===== config.mk =====
export PLATFORM = sky130hd
export DESIGN_NAME = alu_operand_stage
export DESIGN_NICKNAME = d
export VERILOG_FILES = /design/src/rtl/alu_operand_stage.sv
export SDC_FILE = /design/constraint.sdc
export NUM_CORES = 1
export LEC_CHECK = 0
export BUFFER_PORTS_ARGS = -buffer_cell sky130_fd_sc_hd__buf_2
export CAP_MARGIN = 10
export CELL_PAD_IN_SITES_DETAIL_PLACEMENT = 0
export CELL_PAD_IN_SITES_GLOBAL_PLACEMENT = 1
export CORE_UTILIZATION = 39
export CTS_CLUSTER_SIZE = 12
export DETAILED_ROUTE_END_ITERATION = 7
export HOLD_SLACK_MARGIN = 0.1
export PLACE_DENSITY_LB_ADDON = 0.15
export SLEW_MARGIN = 20
export SYNTH_ARGS = -nofsm -noshare
export SYNTH_HDL_FRONTEND = slang
export SYNTH_SLANG_ARGS = --single-unit

===== constraint.sdc =====
create_clock -name clk -period 5.47 [get_ports clk]
set_input_delay 1.094 -clock clk [delete_from_list [all_inputs] [get_ports clk]]
set_output_delay 1.094 -clock clk [all_outputs]
set_load 0.02 [all_outputs]

===== src/rtl/alu_operand_stage.sv =====
// alu_operand_stage: operand-fetch stage feeding the 8-bit ALU.
// Holds the general register file and flag register, reads and bypasses
// source operands, tracks outstanding destinations in a pending
// scoreboard, and hands a registered {op, ina, inb, rd} bundle to the ALU
// over valid/ready.
//
// Ports
//   clk, rst_n                 clock, asynchronous active-low reset
//   in_valid / in_ready        decode handshake (in_ready is combinational)
//   in_op, in_rs1, in_rs2,     instruction fields from decode
//   in_rd, in_imm, in_use_imm
//   out_valid / out_ready      ALU handshake
//   out_op, out_ina, out_inb,  registered bundle toward the ALU
//   out_rd
//   wb_en, wb_rd, wb_data,     ALU writeback (data and flags)
//   wb_flags
//   flags                      flag register {cr, ov, ng, zr}
//   pending                    scoreboard, one bit per register
module alu_operand_stage #(
    parameter int unsigned DATA_W = 8,
    parameter int unsigned NREGS  = 8,
    localparam int unsigned RW     = $clog2(NREGS),
    localparam int unsigned OP_W   = 4,
    localparam int unsigned FLAG_W = 4
) (
    input  logic              clk,
    input  logic              rst_n,
    input  logic              in_valid,
    output logic              in_ready,
    input  logic [OP_W-1:0]   in_op,
    input  logic [RW-1:0]     in_rs1,
    input  logic [RW-1:0]     in_rs2,
    input  logic [RW-1:0]     in_rd,
    input  logic [DATA_W-1:0] in_imm,
    input  logic              in_use_imm,
    output logic              out_valid,
    input  logic              out_ready,
    output logic [OP_W-1:0]   out_op,
    output logic [DATA_W-1:0] out_ina,
    output logic [DATA_W-1:0] out_inb,
    output logic [RW-1:0]     out_rd,
    input  logic              wb_en,
    input  logic [RW-1:0]     wb_rd,
    input  logic [DATA_W-1:0] wb_data,
    input  logic [FLAG_W-1:0] wb_flags,
    output logic [FLAG_W-1:0] flags,
    output logic [NREGS-1:0]  pending
);

    logic [DATA_W-1:0] regs [NREGS];
    logic [NREGS-1:0]  wb_mask;
    logic [NREGS-1:0]  acc_mask;
    logic [NREGS-1:0]  pend_eff;
    logic [DATA_W-1:0] opa;
    logic [DATA_W-1:0] opb;
    logic              hazard;
    logic              accept;

    // Hazard check and handshake; a register being written back this
    // cycle is bypassed, so it no longer counts as pending.
    always_comb begin
        wb_mask = '0;
        if (wb_en) begin
            wb_mask[wb_rd] = 1'b1;
        end
        pend_eff = pending & ~wb_mask;
        hazard   = pend_eff[in_rs1]
                 | (~in_use_imm & pend_eff[in_rs2])
                 | pend_eff[in_rd];
        in_ready = (~out_valid | out_ready) & ~hazard;
        accept   = in_valid & in_ready;
        acc_mask = '0;
        if (accept && (in_rd != '0)) begin
            acc_mask[in_rd] = 1'b1;
        end
    end

    // Operand read with r0 hardwired to zero and writeback bypass.
    always_comb begin
        opa = '0;
        opb = in_imm;
        if (in_rs1 != '0) begin
            opa = (wb_en && (wb_rd == in_rs1)) ? wb_data : regs[in_rs1];
        end
        if (!in_use_imm) begin
            opb = '0;
            if (in_rs2 != '0) begin
                opb = (wb_en && (wb_rd == in_rs2)) ? wb_data : regs[in_rs2];
            end
        end
    end

    // Register file; entry 0 is never written.
    always_ff @(posedge clk or negedge rst_n) begin
        if (!rst_n) begin
            for (int unsigned i = 0; i < NREGS; i++) begin
                regs[i] <= '0;
            end
        end else begin
            for (int unsigned i = 1; i < NREGS; i++) begin
                if (wb_en && (wb_rd == RW'(i))) begin
                    regs[i] <= wb_data;
                end
            end
        end
    end

    // Scoreboard and flags; a same-edge set overrides the writeback clear.
    always_ff @(posedge clk or negedge rst_n) begin
        if (!rst_n) begin
            pending <= '0;
            flags   <= '0;
        end else begin
            pending <= (pending & ~wb_mask) | acc_mask;
            if (wb_en) begin
                flags <= wb_flags;
            end
        end
    end

    // Output bundle register.
    always_ff @(posedge clk or negedge rst_n) begin
        if (!rst_n) begin
            out_valid <= 1'b0;
            out_op    <= '0;
            out_ina   <= '0;
            out_inb   <= '0;
            out_rd    <= '0;
        end else if (accept) begin
            out_valid <= 1'b1;
            out_op    <= in_op;
            out_ina   <= opa;
            out_inb   <= opb;
            out_rd    <= in_rd;
        end else if (out_ready) begin
            out_valid <= 1'b0;
        end
    end

endmodule


# Yosys cells after proc, flatten, opt, wreduce, memory -nomap -nowiden
# Cells that the tools add are included.
dict set report word_totals {
  ff_bits 92
  latch_bits 0
  mem_bits_rw 0
  romBits 0
  in_bits 42
  elab_cells 86
  memories 0
}
dict set report op_classes {
  addsub 0
  mul 0
  n_div 0
  magnitude_cmp 8
  eq_ne 9
  shifts 0
  n_mux 25
  bitwise 14
  n_reduce_logical 16
}
# op count
set op_table {}
lappend op_table {{$mux 8} 11}
lappend op_table {{$bmux 8 s3} 2}
lappend op_table {{$lt 3x4->1 const B} 4}
lappend op_table {{$eq 3x3->1 const B} 4}
lappend op_table {{$logic_and 1x1->1} 12}
lappend op_table {{$bmux 1 s3} 3}
lappend op_table {{$reduce_bool 3->1} 3}
lappend op_table {{$and 8x8->8} 1}
lappend op_table {{$ge 4x4->1 const B} 2}
lappend op_table {{$not 3->4} 2}
lappend op_table {{$not 8->8} 1}
lappend op_table {{$or 8x8->8} 1}
lappend op_table {{$mux 1} 7}
lappend op_table {{$demux 1 s3} 2}
lappend op_table {{$eq 3x2->1 const B} 2}
lappend op_table {{$eq 3x3->1} 2}
lappend op_table {{$ge 3x1->1 const B} 2}
lappend op_table {{$and 1x1->1} 3}
lappend op_table {{$eq 3x1->1 const B} 1}
lappend op_table {{$not 1->1} 3}
lappend op_table {{$or 1x1->1} 3}
lappend op_table {{$reduce_bool 2->1} 1}

# Longest topological paths before layout
# Gate-level depths: netlist of run 1.
dict set report logic_depth {
  ltp_word 18
  mapped_depth 10
  ltp_nobuf 6
}

# Least setup slack after synthesis of run 1
# Ideal clock, no wire load.
dict set report synth_path {
  kind {input -> output}
  from {in wb_en}
  to {out in_ready}
  arrival_time_ns 2.840
  slack_ns 1.536
  path_stages 9
  path_cell_list {buf_6 and4bb_1 buf_6 nand2b_4 o21ai_0 a32o_2 or4_1 buf_6 inv_1}
}
dict set report synth_via {
  elab_chain_len 10
  word_cells_on_any_way 14
}
# element line_no
set synth_lines {}
lappend synth_lines {{start: declaration} 42} ;# input logic wb_en,
lappend synth_lines {{$mux 8 *} 63} ;# if (wb_en) begin
lappend synth_lines {{$not 8->8 *} 66} ;# pend_eff = pending & ~wb_mask;
lappend synth_lines {{$and 8x8->8 *} 66}
lappend synth_lines {{$bmux 1 s3} 68} ;# | (~in_use_imm & pend_eff[in_rs2])
lappend synth_lines {{$mux 1 (implied by the code)} 68}
lappend synth_lines {{$and 1x1->1} 68}
lappend synth_lines {{$or 1x1->1} 68}
lappend synth_lines {{$or 1x1->1 *} 69} ;# | pend_eff[in_rd];
lappend synth_lines {{$not 1->1 *} 70} ;# in_ready = (~out_valid | out_ready) & ~hazard;
lappend synth_lines {{$and 1x1->1 *} 70}
lappend synth_lines {{end: declaration} 29} ;# output logic in_ready,
# Every way passes the cells marked *; elsewhere a longest branch is shown, timed or not. The select of a mux whose other input is x is not followed.

# Worst setup path in the final report of run 1
# Same ends and word-level chain as after synthesis.

==> results of run 1 <==
power by group through the flow:
stage,clock [mW],combinational [mW],sequential (mW)
floorplan,0,0.422,1.12
global placement,0,0.763,1.01
detailed placement,0,0.775,1.02
global route,0.595,0.840,1.04
CTS,0.568,0.777,1.00
finish,0.557,0.772,1.01
layer usage:
metal,wire length [um],part of all wire,up-vias,track usage
met5,0,0,-,0
met2,5970,0.42,138,0.317
met1,7190,0.51,1920,0.337
li1,-,-,1840,-
met4,224,0.016,0,0.0593
met3,782,0.055,16,0.0310
stage by stage:
stage | instances | hold slack, ns | worst slack (ns)
finish | 710 | 0.477 | 0.804
global route | 710 | 0.499 | 0.602
CTS | 710 | 0.485 | 0.797
detailed placement | 697 | 0.471 | 0.802
floorplan | 489 | 0.457 | 1.54
global placement | 697 | 0.461 | 0.824
logic make-up (layout without fill, tap and decap cells):
logic type	Yosys count	after routing	share of synthesized area
XOR/XNOR	6	6	0.0101
flip-flops	92	92	0.442
buffers and inverters	54	103	0.0576
multiplexers	83	83	0.216
AND/OR/NAND/NOR	184	184	0.172
AO/OA/AOI/OAI	70	70	0.102
worst max path at each step:
stage               startpoint        to  slack (ns)  cells past startpoint
finish                   wb_en  in_ready        0.80                      8
global route             wb_en  in_ready        0.60                      8
CTS                      wb_en  in_ready        0.80                      8
detailed placement       wb_en  in_ready        0.80                      8
global placement         wb_en  in_ready        0.82                      8
floorplan                wb_en  in_ready        1.54                      9
cell usage in the layout, fill, tap and decap left out, types with 2 or more instances in the layout:
cell type  count
dfrtp_1       92
nor3_1        12
o41ai_2        5
mux2_2        48
nand3_1        2
nand2_1      109
nand4b_1       3
o32ai_1        4
a21oi_1       16
and4b_1        3
o221ai_1       2
xnor2_1        6
and4_1         2
mux2_1        18
nor3b_1        2
buf_4          4
clkinv_2       2
nor2_1        19
nand2b_1       7
o21ai_0        9
inv_1          9
buf_2         77
a221oi_1       8
o22ai_1        2
nand4_1        2
mux4_2        17
and4bb_1       3
nor2b_1       11
clkbuf_16      9
o31ai_1        2
a22oi_1       16
state kept, by name (all words and copies together), names as in the netlist:
register and flops:
flags 4, out_ina 8, out_inb 8, out_op 4
out_rd 3, out_valid 1, pending 8, regs 56
layout make-up:
type | count | area share
Multi-Input combinational cell | 343 | 0.448
Sequential cell | 92 | 0.396
Clock buffer | 10 | 0.0393
Timing Repair Buffer | 81 | 0.0714
Tap cell | 172 | 0.0370
Inverter | 9 | 0.00580
Clock inverter | 3 | 0.00301
worst max-delay path: stages:
cell and delay (ns):
buf_2 0.27, and4bb_1 0.55, nand2b_4 0.24, o21ai_0 0.07, a32o_2 0.30, or4_1 0.76, inv_1 0.11, buf_2 0.17
==> results.cfg, run 1 <==
[synth]
yosys_warnings = 8
synth.most_common_cell = nand2_1
netlist_area_um2 = 5210
synth_cell_type_count = 48
async_flop_share = 1.00
ys_seq_elements = 92
syn_inst = 489
synth_top_area_share = 0.442
synthTopCellsByCount = 109 x nand2_1, 92 x dfrtp_1, 48 x mux2_2, 19 x nor2_1
synth_top_area_cell = dfrtp_1
synth_fp_nets = 531
synth_seq_area_share = 0.442
synth_edf_count = 0
synthFlopType = dfrtp_1
syn_avg_cell_area_um2 = 10.7
netlist_top_cells_area = dfrtp_1 44%, mux2_2 10%, nand2_1 7.9%

[detailed_routing]
postRouteAntennaNets = 0
drc = 0
wl_mm = 14.2
via_count = 3914
drt_iter0_markers = 249
drt-vias-per-instance = 5.51
first_pass_iters = 4
wire_per_inst_um = 19.9

[final_layout]
drive_gt1_frac = 0.314
regArea_um2 = 2300
diodes = 0
utilization = 0.454
area_growth_pct = 11.7
nets = 578
fillCellCount = 1222
stdcell_area_um2 = 5820
multi_input_area_um2 = 2610

[place]
dpl_cell_area_um2 = 5570
place_congestion = 0.843
place_hpwl_mm = 9.88
io_buffers = 78

[cts]
clk_pin_slew_worst_paths_ns = 0.06
clock_latency_ns = 0.34
htree_levels = 3
ctsResizeCount = 0
numCtsBuffers = 9
post-cts-setup-buffers = 0
root_buffer = clkbuf_16
cts_sinks = 92
cts_tree = done
clock_path_buffers = 2
postCtsHoldBufs = 0

[sta]
rsz0062_at_grt = false
slew_headroom = 0.292
fin_crit_sh = 0.853
setup_tns_ns = 0
tightest_slew_ns = 1.05
skew_ns = 0.00812
layout_min_cycle_time_ns = 4.67
finalHoldViolCount = 0
finalSetupViolations = 0
slew_viol_final = 0
max_freq_mhz = 214

[critical_path]
end_kind = output port
cp-start-kind = input pin
r2r-start = pending[1]
required_ns = 4.38
r2r_slack_ns = 3.16
path_max_fanout = 18
crit_type = in -> out
critPathArrivalTime_ns = 3.57
rr_endpoint = pending[5]
reg2reg_depth = 5

[power_and_ir_drop]
switchingPower_mw = 0.826
p_leak_nw = 2.66
combinationalPowerShare = 0.331
p_clk_frac = 0.239
ir_worst_vdd_mv = 0.144
p_sw_frac = 0.354
power_density_nw_per_um2 = 401
power_frac_seq = 0.431
power_mw = 2.34
internal_power_mw = 1.51

[outcome]
run_status = finished, final reports clean

[hold_path]
whs_path_depth = 1
whs_endpoint = out_ina[1]
min-delay-path-class = reg -> reg
hp-start = out_ina[1]

[global_route]
grt_pass1_wl_mm = 23.4
antenna_found_initial = 0
track_usage = 0.218
overflow = 0
grt_pass1_vias = 3947
grt_max_degree = 62

[die]
die_area_um2 = 13800
start_util = 0.406
die_h_um = 118
std_cell_rows = 41
coreArea_um2 = 12800
io_pins = 79
dieWidth_um = 118

[flow_run]
cap_violations = 0
(Power assumes the default switching activity.)
==> inputs of run 2 (changes only) <==
--- a/config.mk
+++ b/config.mk
@@ -7,8 +7,7 @@
 export LEC_CHECK = 0
 export BUFFER_PORTS_ARGS = -buffer_cell sky130_fd_sc_hd__buf_2
 export CAP_MARGIN = 10
-export CELL_PAD_IN_SITES_DETAIL_PLACEMENT = 0
-export CELL_PAD_IN_SITES_GLOBAL_PLACEMENT = 1
+export CORE_MARGIN = 4
 export CORE_UTILIZATION = 39
 export CTS_CLUSTER_SIZE = 12
 export DETAILED_ROUTE_END_ITERATION = 7
==> results.cfg, run 2 (synthesis results as in run 1) <==
[outcome]
run_status = finished, final reports clean

[sta]
rsz0062_at_grt = false
skew_ns = 0.00366
finalHoldViolCount = 0
setup_tns_ns = 0
tightest_slew_ns = 0.954
fin_crit_sh = 0.862
finalSetupViolations = 0
max_freq_mhz = 212
slew_viol_final = 0
slew_headroom = 0.359
layout_min_cycle_time_ns = 4.72

[detailed_routing]
postRouteAntennaNets = 0
via_count = 4000
drt-vias-per-instance = 5.62
drc = 0
first_pass_iters = 4
wire_per_inst_um = 20.5
drt_iter0_markers = 246
wl_mm = 14.6

[final_layout]
final_common_cell = nand2_1
regArea_um2 = 2300
layout_common_cells = 109 x nand2_1, 92 x dfrtp_1, 77 x buf_2
largest_reg_flops = 56
largest_register = regs
nets = 578
fillCellCount = 1254
diodes = 0
utilization = 0.458
multi_input_area_um2 = 2610
drive_gt1_frac = 0.319
area_growth_pct = 12.7

[die]
die_h_um = 124
std_cell_rows = 41
coreArea_um2 = 12800
dieWidth_um = 124
io_pins = 79
start_util = 0.406
die_area_um2 = 15300

[cts]
root_buffer = clkbuf_16
clock_path_buffers = 2
post-cts-setup-buffers = 0
ctsResizeCount = 0
htree_levels = 3
cts_tree = done
postCtsHoldBufs = 0
numCtsBuffers = 9
clock_latency_ns = 0.35
cts_sinks = 92
clk_pin_slew_worst_paths_ns = 0.06

[power_and_ir_drop]
power_density_nw_per_um2 = 410
p_leak_nw = 2.68
ir_worst_vdd_mv = 0.235

[global_route]
overflow = 0
antenna_found_initial = 0
grt_max_degree = 54
grt_pass1_wl_mm = 22.8
grt_pass1_vias = 4085
track_usage = 0.200

[critical_path]
path_max_fanout = 18
end_kind = output port
crit_type = in -> out
required_ns = 4.38
cp-start-kind = input pin
critPathArrivalTime_ns = 3.62
r2r_slack_ns = 3.25

[hold_path]
min-delay-path-class = reg -> reg

[place]
place_hpwl_mm = 10.1
place_congestion = 0.912
io_buffers = 78

[flow_run]
cap_violations = 0
run 2: final timing paths:
| path | startpoint | to | cells past startpoint |
|---|---|---|---|
| worst min register to register | out_inb[7] | out_inb[7] | 1 |
| max in group asynchronous | rst_n | out_op[2] | 2 |
| worst max-delay path | wb_en | in_ready | 8 |
| worst max register to register | pending[1] | pending[4] | 5 |
| min in group asynchronous | rst_n | regs[1] | 1 |
| worst min-delay path | out_inb[7] | out_inb[7] | 1 |
run 2: layer usage:
metal | up-vias | GRT usage | share of wire
met4 | 0 | 0.0574 | 0.015
met1 | 1996 | 0.283 | 0.46
li1 | 1844 | - | -
met5 | - | 0 | 0
met3 | 23 | 0.0554 | 0.069
met2 | 137 | 0.300 | 0.45
run 2: final cells by class:
| class | count | area share |
|---|---|---|
| Clock buffer | 11 | 0.0413 |
| Clock inverter | 4 | 0.00852 |
| Inverter | 9 | 0.00575 |
| Sequential cell | 92 | 0.392 |
| Multi-Input combinational cell | 343 | 0.445 |
| Tap cell | 172 | 0.0367 |
| Timing Repair Buffer | 81 | 0.0707 |
run 2: through the flow:
stage / power, mW / std cells / hold slack, ns / setup WS (ns) / instance area (um2)
2_1_floorplan: 1.54 / 489 / 0.457 / 1.54 / 5210
3_3_place_gp: 1.78 / 697 / 0.462 / 0.796 / 5570
3_5_place_dp: 1.80 / 697 / 0.471 / 0.753 / 5570
4_1_cts: 2.43 / 712 / 0.485 / 0.755 / 5870
5_1_grt: 2.55 / 712 / 0.497 / 0.487 / 5870
6_report: 2.40 / 712 / 0.479 / 0.754 / 5870
run 2: worst max-delay path, cell delays in order:
cell and delay, ns:
buf_2 0.27, nand4b_1 0.48, and3_1 0.38, o311ai_1 0.29
o211ai_2 0.17, or4_1 0.65, inv_1 0.12, buf_2 0.17
run 2: where the power goes:
part / switching (mW) / leakage, nW / internal [mW]
registers: 0.134 / 1.13 / 0.872
logic: 0.435 / 1.41 / 0.338
clock network: 0.263 / 0.138 / 0.363
total: 0.832 / 2.68 / 1.57
==> inputs of run 3 (changes only) <==
--- a/config.mk
+++ b/config.mk
@@ -7,12 +7,14 @@
 export LEC_CHECK = 0
 export BUFFER_PORTS_ARGS = -buffer_cell sky130_fd_sc_hd__buf_2
 export CAP_MARGIN = 10
-export CORE_MARGIN = 4
+export CORE_MARGIN = 1.5
 export CORE_UTILIZATION = 39
+export CTS_CLUSTER_DIAMETER = 60
 export CTS_CLUSTER_SIZE = 12
 export DETAILED_ROUTE_END_ITERATION = 7
 export HOLD_SLACK_MARGIN = 0.1
 export PLACE_DENSITY_LB_ADDON = 0.15
+export REMOVE_ABC_BUFFERS = 1
 export SLEW_MARGIN = 20
 export SYNTH_ARGS = -nofsm -noshare
 export SYNTH_HDL_FRONTEND = slang
==> results.cfg, run 3 (synthesis results as in run 1) <==
[detailed_routing]
postRouteAntennaNets = 0
wire_per_inst_um = 20.0
drc = 0
via_count = 4079
drt-vias-per-instance = 5.65
wl_mm = 14.4
drt_iter0_markers = 282
first_pass_iters = 4

[critical_path]
reg2reg_depth = 6
required_ns = 4.38
r2r_slack_ns = 2.78
end_kind = output port
path_max_fanout = 18
crit_type = in -> out
cp-start-kind = input pin
critPathArrivalTime_ns = 3.60

[cts]
root_buffer = clkbuf_16
clock_latency_ns = 0.35
cts_tree = done
clock_path_buffers = 2
htree_levels = 3
ctsResizeCount = 0
clk_pin_slew_worst_paths_ns = 0.06
numCtsBuffers = 9
post-cts-setup-buffers = 0
cts_sinks = 92
postCtsHoldBufs = 0

[sta]
max_freq_mhz = 213
rsz0062_at_grt = false
tightest_slew_ns = 0.947
finalSetupViolations = 0
finalHoldViolCount = 0
slew_viol_final = 0
layout_min_cycle_time_ns = 4.70
skew_ns = 0.00678
fin_crit_sh = 0.859
setup_tns_ns = 0
hold-worst-slack_ns = 0.478
slew_headroom = 0.365

[outcome]
run_status = finished, final reports clean

[die]
io_pins = 79
dieWidth_um = 119
die_h_um = 119
coreArea_um2 = 13100
std_cell_rows = 42
start_util = 0.397
die_area_um2 = 14100

[final_layout]
regArea_um2 = 2300
stdcell_area_um2 = 5940
multi_input_area_um2 = 2610
drive_gt1_frac = 0.326
final_common_cell = nand2_1
layout_common_cells = 109 x nand2_1, 92 x dfrtp_1, 77 x buf_2
largest_reg_flops = 56
largest_register = regs
nets = 583
diodes = 0
fillCellCount = 1271
area_growth_pct = 14.0

[power_and_ir_drop]
p_leak_nw = 2.72
power_mw = 2.44
ir_worst_vdd_mv = 0.174
power_density_nw_per_um2 = 411

[global_route]
grt_pass1_wl_mm = 23.1
grt_max_degree = 49
overflow = 0
grt_pass1_vias = 4068
antenna_found_initial = 0
track_usage = 0.217

[place]
io_buffers = 78
place_hpwl_mm = 9.32
place_congestion = 0.832
dpl_cell_area_um2 = 5620

[hold_path]
min-delay-path-class = reg -> reg
whs_path_depth = 1

[flow_run]
cap_violations = 0
[run 3: cell types whose count changed in the layout (fill, tap and decap cells not counted)]
cell and delta:
clkinvlp_4 -2, clkinv_2 +2, bufinv_16 +1, buf_4 +5
[run 3: stage by stage]
stage           util  std cells  setup WS [ns]
3_5_place_dp   0.428        706          0.764
4_1_cts        0.452        722          0.758
5_1_grt        0.452        722          0.596
3_3_place_gp   0.428        706          0.819
6_report       0.452        722          0.772
2_1_floorplan      -        444           1.37
[run 3: worst paths after layout]
path                       startpoint          to
hold reg to reg             out_rd[0]   out_rd[0]
min in group asynchronous       rst_n  out_inb[3]
setup / recovery                wb_en    in_ready
max in group asynchronous       rst_n   out_op[2]
hold / removal              out_rd[0]   out_rd[0]
setup reg to reg           pending[1]   out_op[0]
[run 3: worst max-delay path: stages]
cell      delay, ns
buf_2          0.25
nand4b_1       0.47
and3_1         0.38
o311ai_1       0.31
o211ai_2       0.17
or4_1          0.65
inv_1          0.11
buf_2          0.16
[run 3: final cells by class]
class,count,area share
multi-input cells,343,0.440
flip-flops and latches,92,0.388
repair buffers,86,0.0763
clock buffers,11,0.0409
well taps,176,0.0371
clock inverters,5,0.0126
inverters,9,0.00569
[run 3: power breakdown]
group          total, mW  internal, mW  switching, mW
Combinational      0.762         0.339          0.423
Sequential          1.00         0.872          0.132
Clock              0.675         0.411          0.265
Total               2.44          1.62          0.820
[run 3: metal layers]
| metal | up-vias | part of all wire | wire [um] | track usage |
|---|---|---|---|---|
| met5 | - | 0 | 0 | 0 |
| met4 | 0 | 0.025 | 365 | 0.0889 |
| met3 | 33 | 0.051 | 740 | 0.0357 |
| met2 | 146 | 0.48 | 6870 | 0.352 |
| met1 | 2050 | 0.45 | 6430 | 0.290 |
| li1 | 1850 | - | - | - |
